### config.mk
export PLATFORM = sky130hd
export DESIGN_NAME = rvfi_dmem_window_check_flat
export DESIGN_NICKNAME = d
export VERILOG_FILES = /design/src/rtl/rvfi_dmem_window_check_pkg.sv /design/src/rtl/rvfi_dmem_window_check_if.sv /design/src/rtl/rvfi_dmem_window_check_shadow.sv /design/src/rtl/rvfi_dmem_window_check.sv /design/src/flat_wrapper.sv
export SDC_FILE = /design/constraint.sdc
export NUM_CORES = 1
export LEC_CHECK = 0
export CORE_ASPECT_RATIO = 1.5
export CORE_MARGIN = 2
export CORE_UTILIZATION = 30
export DETAILED_ROUTE_END_ITERATION = 8
export PLACE_DENSITY = 0.56
export SKIP_CTS_REPAIR_TIMING = 1
export SLEW_MARGIN = 20
export SYNTH_ARGS = -nofsm -noshare
export SYNTH_HDL_FRONTEND = slang
export SYNTH_SLANG_ARGS = --single-unit
### constraint.sdc
create_clock -name clock -period 4.8 [get_ports clock]
set_clock_uncertainty 0.2 [all_clocks]
set_input_delay 0.96 -clock clock [delete_from_list [all_inputs] [get_ports clock]]
set_output_delay 0.96 -clock clock [all_outputs]
set_load 0.005 [all_outputs]
### src/rtl/rvfi_dmem_window_check_pkg.sv
// Shared types and helpers for the RVFI data-memory window checks.
// Helpers work on the widest supported XLEN so every checker width can share them.
package rvfi_check_pkg;

    localparam int unsigned MAX_XLEN = 64;
    localparam int unsigned MAX_XB   = MAX_XLEN / 8;

    typedef logic [MAX_XB-1:0]   byte_mask_t;
    typedef logic [MAX_XLEN-1:0] wide_addr_t;

    function automatic int unsigned xb_of(input int unsigned xlen);
        return xlen / 8;
    endfunction

    // Locator outputs carry one spare bit so a single-entry dimension still has width.
    function automatic int unsigned idx_w(input int unsigned n);
        return $clog2(n) + 1;
    endfunction

    // Window match is computed modulo 2^xlen so a window may wrap past the top of memory.
    function automatic logic word_hit(input wide_addr_t  addr,
                                      input wide_addr_t  base,
                                      input int unsigned k,
                                      input int unsigned xlen);
        wide_addr_t mask;
        wide_addr_t diff;
        mask = (xlen >= MAX_XLEN) ? '1 : ((MAX_XLEN'(1) << xlen) - MAX_XLEN'(1));
        diff = (addr - base) & mask;
        return diff == (MAX_XLEN'(k) * MAX_XLEN'(xlen / 8));
    endfunction

    function automatic logic addr_in_range(input wide_addr_t addr,
                                           input wide_addr_t lo,
                                           input wide_addr_t hi);
        return (addr >= lo) && (addr <= hi);
    endfunction

endpackage

### src/rtl/rvfi_dmem_window_check_if.sv
// RVFI memory-access slice consumed by the data-memory window checker.
interface rvfi_dmem_window_check_if #(
    parameter int unsigned XLEN = 32,
    parameter int unsigned NRET = 1
);
    localparam int unsigned XB = XLEN / 8;

    logic [NRET-1:0]      rvfi_valid;
    logic [NRET*XLEN-1:0] rvfi_mem_addr;
    logic [NRET*XB-1:0]   rvfi_mem_rmask;
    logic [NRET*XB-1:0]   rvfi_mem_wmask;
    logic [NRET*XLEN-1:0] rvfi_mem_rdata;
    logic [NRET*XLEN-1:0] rvfi_mem_wdata;

    modport master (
        output rvfi_valid, rvfi_mem_addr, rvfi_mem_rmask,
               rvfi_mem_wmask, rvfi_mem_rdata, rvfi_mem_wdata
    );

    modport slave (
        input rvfi_valid, rvfi_mem_addr, rvfi_mem_rmask,
              rvfi_mem_wmask, rvfi_mem_rdata, rvfi_mem_wdata
    );
endinterface

### src/rtl/rvfi_dmem_window_check_shadow.sv
// One shadow word of the checked window: XLEN data bits plus a written bit per byte.
// Channel c sees the word as left by channels 0..c-1 of the same cycle.
module rvfi_dmem_shadow_word #(
    parameter  int unsigned XLEN = 32,
    parameter  int unsigned NRET = 1,
    localparam int unsigned XB   = XLEN / 8
) (
    input  logic                      clock,
    input  logic                      reset,
    input  logic [NRET-1:0][XB-1:0]   wen_i,
    input  logic [NRET-1:0][XLEN-1:0] wdata_i,
    output logic [NRET-1:0][XLEN-1:0] view_data_o,
    output logic [NRET-1:0][XB-1:0]   view_written_o
);

    logic [XLEN-1:0] data_q, data_d;
    logic [XB-1:0]   written_q, written_d;

    // NOTE: every output of this block gets a value before any condition, so no latch is inferred.
    always_comb begin
        data_d    = data_q;
        written_d = written_q;
        for (int c = 0; c < NRET; c++) begin
            view_data_o[c]    = data_d;
            view_written_o[c] = written_d;
            for (int b = 0; b < XB; b++) begin
                if (wen_i[c][b]) begin
                    data_d[b*8 +: 8] = wdata_i[c][b*8 +: 8];
                    written_d[b]     = 1'b1;
                end
            end
        end
    end

    // NOTE: state is updated with non-blocking assignments so all registers sample the same edge.
    always_ff @(posedge clock) begin
        if (!reset) begin
            written_q <= '0;
        end else begin
            written_q <= written_d;
        end
    end

    // NOTE: data bytes are only ever read where written_q is set, so they carry no reset.
    always_ff @(posedge clock) begin
        data_q <= data_d;
    end

endmodule

### src/rtl/rvfi_dmem_window_check.sv
// Data-memory consistency check over NWORDS words at base_addr: each read byte must
// equal the last value written there. Reports a sticky error, first-error locator and a check count.
module rvfi_dmem_window_check
    import rvfi_check_pkg::*;
#(
    parameter  int unsigned     XLEN      = 32,
    parameter  int unsigned     NRET      = 1,
    parameter  int unsigned     NWORDS    = 4,
    parameter  int unsigned     CNTW      = 16,
    parameter  logic [XLEN-1:0] BASE_SEED = '0,
    parameter  logic [XLEN-1:0] VALID_LO  = '0,
    parameter  logic [XLEN-1:0] VALID_HI  = '1,
    localparam int unsigned     XB        = XLEN / 8,
    localparam int unsigned     CH_W      = idx_w(NRET),
    localparam int unsigned     WD_W      = idx_w(NWORDS),
    localparam int unsigned     BY_W      = idx_w(XB)
) (
    input  logic                    clock,
    input  logic                    reset,
    input  logic                    enable,
    output logic [XLEN-1:0]         base_addr,
    rvfi_dmem_window_check_if.slave rvfi,
    output logic                    dmem_err,
    output logic [CH_W-1:0]         err_channel,
    output logic [WD_W-1:0]         err_word,
    output logic [BY_W-1:0]         err_byte,
    output logic [CNTW-1:0]         check_count
);

    localparam int unsigned     INC_W   = $clog2(NRET + 1);
    localparam int unsigned     SUM_W   = CNTW + INC_W;
    localparam logic [CNTW-1:0] CNT_MAX = '1;

    logic [NWORDS-1:0]              word_sel     [NRET];
    logic [NRET-1:0][XB-1:0]        word_wen     [NWORDS];
    logic [NRET-1:0][XLEN-1:0]      view_data    [NWORDS];
    logic [NRET-1:0][XB-1:0]        view_written [NWORDS];

    logic                           hit_found;
    logic [CH_W-1:0]                hit_channel;
    logic [WD_W-1:0]                hit_word;
    logic [BY_W-1:0]                hit_byte;
    logic [NRET-1:0]                chan_cmp;
    logic [INC_W-1:0]               n_checked;

    logic                           err_q;
    logic [CH_W-1:0]                err_channel_q;
    logic [WD_W-1:0]                err_word_q;
    logic [BY_W-1:0]                err_byte_q;
    logic [CNTW-1:0]                count_q, count_d;
    logic [SUM_W-1:0]               count_sum;

    assign base_addr = BASE_SEED & ~XLEN'(XB - 1);

    // Routing depends only on the bus, keeping it apart from the compare that reads the shadow views.
    always_comb begin
        for (int c = 0; c < NRET; c++) begin
            word_sel[c] = '0;
            if (rvfi.rvfi_valid[c]
                && ((rvfi.rvfi_mem_addr[c*XLEN +: XLEN] & XLEN'(XB - 1)) == '0)
                && addr_in_range(MAX_XLEN'(rvfi.rvfi_mem_addr[c*XLEN +: XLEN]),
                                 MAX_XLEN'(VALID_LO), MAX_XLEN'(VALID_HI))) begin
                for (int k = 0; k < NWORDS; k++) begin
                    word_sel[c][k] = word_hit(MAX_XLEN'(rvfi.rvfi_mem_addr[c*XLEN +: XLEN]),
                                              MAX_XLEN'(base_addr), k, XLEN);
                end
            end
        end
        for (int k = 0; k < NWORDS; k++) begin
            for (int c = 0; c < NRET; c++) begin
                word_wen[k][c] = word_sel[c][k] ? rvfi.rvfi_mem_wmask[c*XB +: XB] : '0;
            end
        end
    end

    for (genvar k = 0; k < NWORDS; k++) begin : g_word
        rvfi_dmem_shadow_word #(
            .XLEN (XLEN),
            .NRET (NRET)
        ) u_word (
            .clock          (clock),
            .reset          (reset),
            .wen_i          (word_wen[k]),
            .wdata_i        (rvfi.rvfi_mem_wdata),
            .view_data_o    (view_data[k]),
            .view_written_o (view_written[k])
        );
    end

    // Ascending scan with a found flag yields channel, then word, then byte priority.
    always_comb begin
        hit_found   = 1'b0;
        hit_channel = '0;
        hit_word    = '0;
        hit_byte    = '0;
        chan_cmp    = '0;
        n_checked   = '0;
        for (int c = 0; c < NRET; c++) begin
            for (int k = 0; k < NWORDS; k++) begin
                for (int b = 0; b < XB; b++) begin
                    if (word_sel[c][k] && enable && rvfi.rvfi_mem_rmask[c*XB + b]
                        && view_written[k][c][b]) begin
                        chan_cmp[c] = 1'b1;
                        if (!hit_found
                            && (rvfi.rvfi_mem_rdata[c*XLEN + b*8 +: 8] != view_data[k][c][b*8 +: 8])) begin
                            hit_found   = 1'b1;
                            hit_channel = CH_W'(c);
                            hit_word    = WD_W'(k);
                            hit_byte    = BY_W'(b);
                        end
                    end
                end
            end
            if (chan_cmp[c]) begin
                n_checked = n_checked + INC_W'(1);
            end
        end
    end

    assign count_sum = SUM_W'(count_q) + SUM_W'(n_checked);
    assign count_d   = (count_sum > SUM_W'(CNT_MAX)) ? CNT_MAX : count_sum[CNTW-1:0];

    always_ff @(posedge clock) begin
        if (!reset) begin
            err_q         <= 1'b0;
            err_channel_q <= '0;
            err_word_q    <= '0;
            err_byte_q    <= '0;
            count_q       <= '0;
        end else begin
            if (hit_found && !err_q) begin
                err_q         <= 1'b1;
                err_channel_q <= hit_channel;
                err_word_q    <= hit_word;
                err_byte_q    <= hit_byte;
            end
            count_q <= count_d;
        end
    end

    assign dmem_err    = err_q;
    assign err_channel = err_channel_q;
    assign err_word    = err_word_q;
    assign err_byte    = err_byte_q;
    assign check_count = count_q;

`ifdef FORMAL
    always_comb begin
        if (reset) begin
            assert (!hit_found);
        end
    end
`endif

endmodule

### src/flat_wrapper.sv
// flat-port wrapper written by rule: the top's interface ports become plain ports
module rvfi_dmem_window_check_flat import rvfi_check_pkg::*;
#(
    parameter  int unsigned     XLEN      = 32,
    parameter  int unsigned     NRET      = 1,
    parameter  int unsigned     NWORDS    = 4,
    parameter  int unsigned     CNTW      = 16,
    parameter  logic [XLEN-1:0] BASE_SEED = '0,
    parameter  logic [XLEN-1:0] VALID_LO  = '0,
    parameter  logic [XLEN-1:0] VALID_HI  = '1,
    localparam int unsigned     XB        = XLEN / 8,
    localparam int unsigned     CH_W      = idx_w(NRET),
    localparam int unsigned     WD_W      = idx_w(NWORDS),
    localparam int unsigned     BY_W      = idx_w(XB)
)
  (clock, reset, enable, base_addr, dmem_err, err_channel, err_word, err_byte, check_count, rvfi_rvfi_valid, rvfi_rvfi_mem_addr, rvfi_rvfi_mem_rmask, rvfi_rvfi_mem_wmask, rvfi_rvfi_mem_rdata, rvfi_rvfi_mem_wdata);
  rvfi_dmem_window_check_if #(.XLEN(XLEN), .NRET(NRET)) rvfi_i ();
  input  logic clock;
  input  logic reset;
  input  logic enable;
  output logic [XLEN-1:0] base_addr;
  output logic dmem_err;
  output logic [CH_W-1:0] err_channel;
  output logic [WD_W-1:0] err_word;
  output logic [BY_W-1:0] err_byte;
  output logic [CNTW-1:0] check_count;
  input wire logic [$bits(rvfi_i.rvfi_valid)-1:0] rvfi_rvfi_valid;
  input wire logic [$bits(rvfi_i.rvfi_mem_addr)-1:0] rvfi_rvfi_mem_addr;
  input wire logic [$bits(rvfi_i.rvfi_mem_rmask)-1:0] rvfi_rvfi_mem_rmask;
  input wire logic [$bits(rvfi_i.rvfi_mem_wmask)-1:0] rvfi_rvfi_mem_wmask;
  input wire logic [$bits(rvfi_i.rvfi_mem_rdata)-1:0] rvfi_rvfi_mem_rdata;
  input wire logic [$bits(rvfi_i.rvfi_mem_wdata)-1:0] rvfi_rvfi_mem_wdata;
  assign rvfi_i.rvfi_valid = rvfi_rvfi_valid;
  assign rvfi_i.rvfi_mem_addr = rvfi_rvfi_mem_addr;
  assign rvfi_i.rvfi_mem_rmask = rvfi_rvfi_mem_rmask;
  assign rvfi_i.rvfi_mem_wmask = rvfi_rvfi_mem_wmask;
  assign rvfi_i.rvfi_mem_rdata = rvfi_rvfi_mem_rdata;
  assign rvfi_i.rvfi_mem_wdata = rvfi_rvfi_mem_wdata;
  rvfi_dmem_window_check #(.XLEN(XLEN), .NRET(NRET), .NWORDS(NWORDS), .CNTW(CNTW), .BASE_SEED(BASE_SEED), .VALID_LO(VALID_LO), .VALID_HI(VALID_HI)) u_core (.clock(clock), .reset(reset), .enable(enable), .base_addr(base_addr), .rvfi(rvfi_i), .dmem_err(dmem_err), .err_channel(err_channel), .err_word(err_word), .err_byte(err_byte), .check_count(check_count));
endmodule
==> impl_metrics.csv <==
group,metric,value,unit
run_status,status,"finished, final reports clean",
cells_and_area,fill_cells,2442,
grt,grt_util_all_layers,14.5,%
logic_synthesis,netlist.area_leader.share,50.3,%
die,initial_utilization,30.5,%
logic_synthesis,ys.flop_type,"edfxtp_1",
critical_path,r2r_setup_slack,1950,ps
place,io_buffers,128,
power_and_ir_drop,p_per_area,309,nW/µm²
critical_path,critPathCapture,"u_core.check_count[1]",
grt,grt_pass1_vias,5212,
cts,clock-root-buffer,"clkbuf_16",
die,die_w,134,µm
die,top_level_ports,164,
sta,hold_viol,0,
critical_path,critPathArrivalTime,4420,ps
routing,routedWlPerCell,17.2,µm
routing,via_count,5053,
cts,path_clk_slew,70,ps
sta,fmax,234,MHz
worst_hold_path,hold_class,"register to register",
critical_path,critical_path_depth,16,
place,hpwl,14.7,mm
logic_synthesis,ys_types,52,
place,placed_cells,1065,
die,num_rows,71,
die,fp.dieH,199,µm
cells_and_area,drive_gt1_share,8.19,%
routing,drc,0,
grt,grt_max_degree,22,
routing,avgViaCountPerCell,4.61,
critical_path,required,4960,ps
routing,first_pass_iters,4,
cells_and_area,diodes,0,
logic_synthesis,yosys.cell_count.top_type,"edfxtp_1",
power_and_ir_drop,ir_drop,0.000215,V
logic_synthesis,syn_inst,597,
power_and_ir_drop,leakagePower,0.00337,µW
grt,antenna_found_initial,0,
sta,tightest_slew,738,ps
cts,clock_latency,430,ps
critical_path,critical-path-top-delay-family,"simple AND/OR/NAND/NOR gates",
cts,htree_levels,4,
logic_synthesis,synth_edf_count,128,
logic_synthesis,yosysWarnings,0,
logic_synthesis,syn_area,7640,µm²
sta,post-route-period-util,88.9,%
routing,routed_wl,18.8,mm
cts,clockBufferDepth,2,
sta,setup_viol,0,
critical_path,reg2reg_to,"u_core.err_byte[1]",
sta,max_slew_margin,50.7,%
grt,grt_pass1_wl,28.7,mm
cells_and_area,regArea,4580,µm²
logic_synthesis,synth_commonest_cells,"128 x edfxtp_1, 108 x xor2_1, 43 x nor4_1",
logic_synthesis,netlist_top_cells_area,"edfxtp_1 50%, xor2_1 12%, dfxtp_1 9.7%",
routing,drtAntennaViolNets,0,
critical_path,crit_path_start_kind,"input pin",
logic_synthesis,synth_top_cell_by_area,"edfxtp_1",
place,gp_congestion,0.864,
critical_path,crit_chain,"clkdlybuf4s50_1 > nor4_1 > nand4_1 > nor4_1 > a32o_1 > a221oi_1 > o21ai_0 > buf_4 > ha_1 > ha_1 > nand2_1 > or2_2 > nor3_1 > nand4_1 > buf_4 > a21oi_1",
logic_synthesis,syn_avg_cell_area,12.8,µm²
logic_synthesis,async_flop_share,0,%
cts,tritoncts,"built",
cts,clock_sinks,165,
cts,cts-buffers-inserted,17,
sta,grt_setup_unrepaired,"false",
sta,slew_viol_final,0,
grt,grt_overflow,0,
logic_synthesis,yosysSeqAreaShare,60.0,%
die,dieArea,26800,µm²
critical_path,crit_path_end_kind,"register",
routing,drt_iter0_markers,212,
die,core-area,25100,µm²
sta,fin_setup_tns,0,ps
cells_and_area,stdcell_count,1097,
logic_synthesis,synth-seq-cells,165,
critical_path,crit_start,"rvfi_rvfi_mem_addr[17]",
cells_and_area,nNetsFinal,866,
critical_path,cp.buffers_inverters,3,
critical_path,ff2ff_path_depth,7,
critical_path,path_class,"input pin to register",
cells_and_area,area_growth,29.6,%
critical_path,slowest_stage,"nor4_1",
critical_path,cp_max_fo,9,
run,cap_viol_max_count,0,
cells_and_area,multi_input_area,2870,µm²
critical_path,crit_path_max_incr_delay,450,ps
critical_path,reg2reg_from,"u_core.g_word[1].u_word.view_data_o[12]",
sta,finalCriticalPeriod,4270,ps
-- registers in the layout (all words and copies together) (netlist names) --
register	flops
u_core.check_count	16
u_core.err_word	2
u_core.err_byte	2
u_core.dmem_err	1
u_core.g_word.u_word.view_data_o	128
u_core.g_word.u_word.view_written_o	16
-- where the power goes --
part / leakage [µW] / internal (µW) / switching, µW
registers: 0.00145 / 1540 / 0.0000000866
logic: 0.00165 / 109 / 91.9
clock network: 0.000276 / 776 / 550
-- metrics by stage --
step | util, % | hold WS (ps) | power, µW | setup slack, ps | area, µm²
final | 39.5 | 266 | 3060 | 532 | 9900
after detailed placement | 37.2 | 253 | 1770 | 60.5 | 9320
after global placement | 37.2 | 246 | 1770 | 125 | 9320
after floorplan | - | 240 | 1650 | 374 | 7770
after global routing | 39.5 | 285 | 3170 | 205 | 9900
after CTS | 39.5 | 267 | 3100 | 484 | 9900
-- metal layers --
layer / track usage [%] / routed length, µm
met2: 27.0 / 10200
met4: 6.78 / 586
met1: 15.1 / 7100
met5: 0 / 0
met3: 3.75 / 966
-- worst reg2reg max path: stages (launching register included) --
cell and delay, ps:
edfxtp_1 380, xor2_1 150, nor4_1 660, a21oi_1 260
o21ai_0 340, nand4_1 280, o311ai_1 420, a21oi_2 50
-- final cells by class --
cell class / count / share of cell area (%)
Clock inverter: 9 / 0.935
Multi-Input combinational cell: 418 / 29.0
Tap cell: 328 / 4.14
Sequential cell: 165 / 46.3
Clock buffer: 23 / 4.94
Inverter: 6 / 0.227
Timing Repair Buffer: 148 / 14.5
-- cell families after synthesis --
group	Yosys count	share of synthesized area, %
adders and majority gates	2	0.327
xor gates and xnor gates	139	15.9
and+or+nand+nor	159	12.1
buffers and inverters	48	4.09
DFF	165	60.0
AOI/OAI and AO/OA	83	7.48
other	1	0.0491
-- cells in the final DEF, fill, tap and decap left out, types with 4 or more instances in the layout --
master and count:
nor4_1 43, o21ai_0 9, nand2_1 21, clkbuf_16 18, and2_1 16, buf_4 20
a31oi_1 4, nor3_1 6, conb_1 35, inv_1 6, xor2_1 108, nand4_1 17
nor2_1 17, clkdlybuf4s50_1 128, nand3_1 14, o21a_1 13, xnor2_1 31, dfxtp_1 37
edfxtp_1 128, nand2b_1 6, a21oi_1 30
-- worst min path at each step --
stage	from	end	slack (ps)	cells after the start
after floorplan	u_core.g_word[0].u_word.view_written_o[0]	u_core.g_word[0].u_word.view_written_o[0]	240	2
after global placement	u_core.g_word[1].u_word.view_written_o[3]	u_core.g_word[1].u_word.view_written_o[3]	250	1
after detailed placement	u_core.g_word[1].u_word.view_written_o[3]	u_core.g_word[1].u_word.view_written_o[3]	250	1
after CTS	u_core.g_word[3].u_word.view_written_o[3]	u_core.g_word[3].u_word.view_written_o[3]	270	1
after global routing	u_core.g_word[2].u_word.view_written_o[3]	u_core.g_word[2].u_word.view_written_o[3]	280	1
final	u_core.g_word[3].u_word.view_written_o[3]	u_core.g_word[3].u_word.view_written_o[3]	270	1
Note: power is estimated with default switching activity, not from simulation.
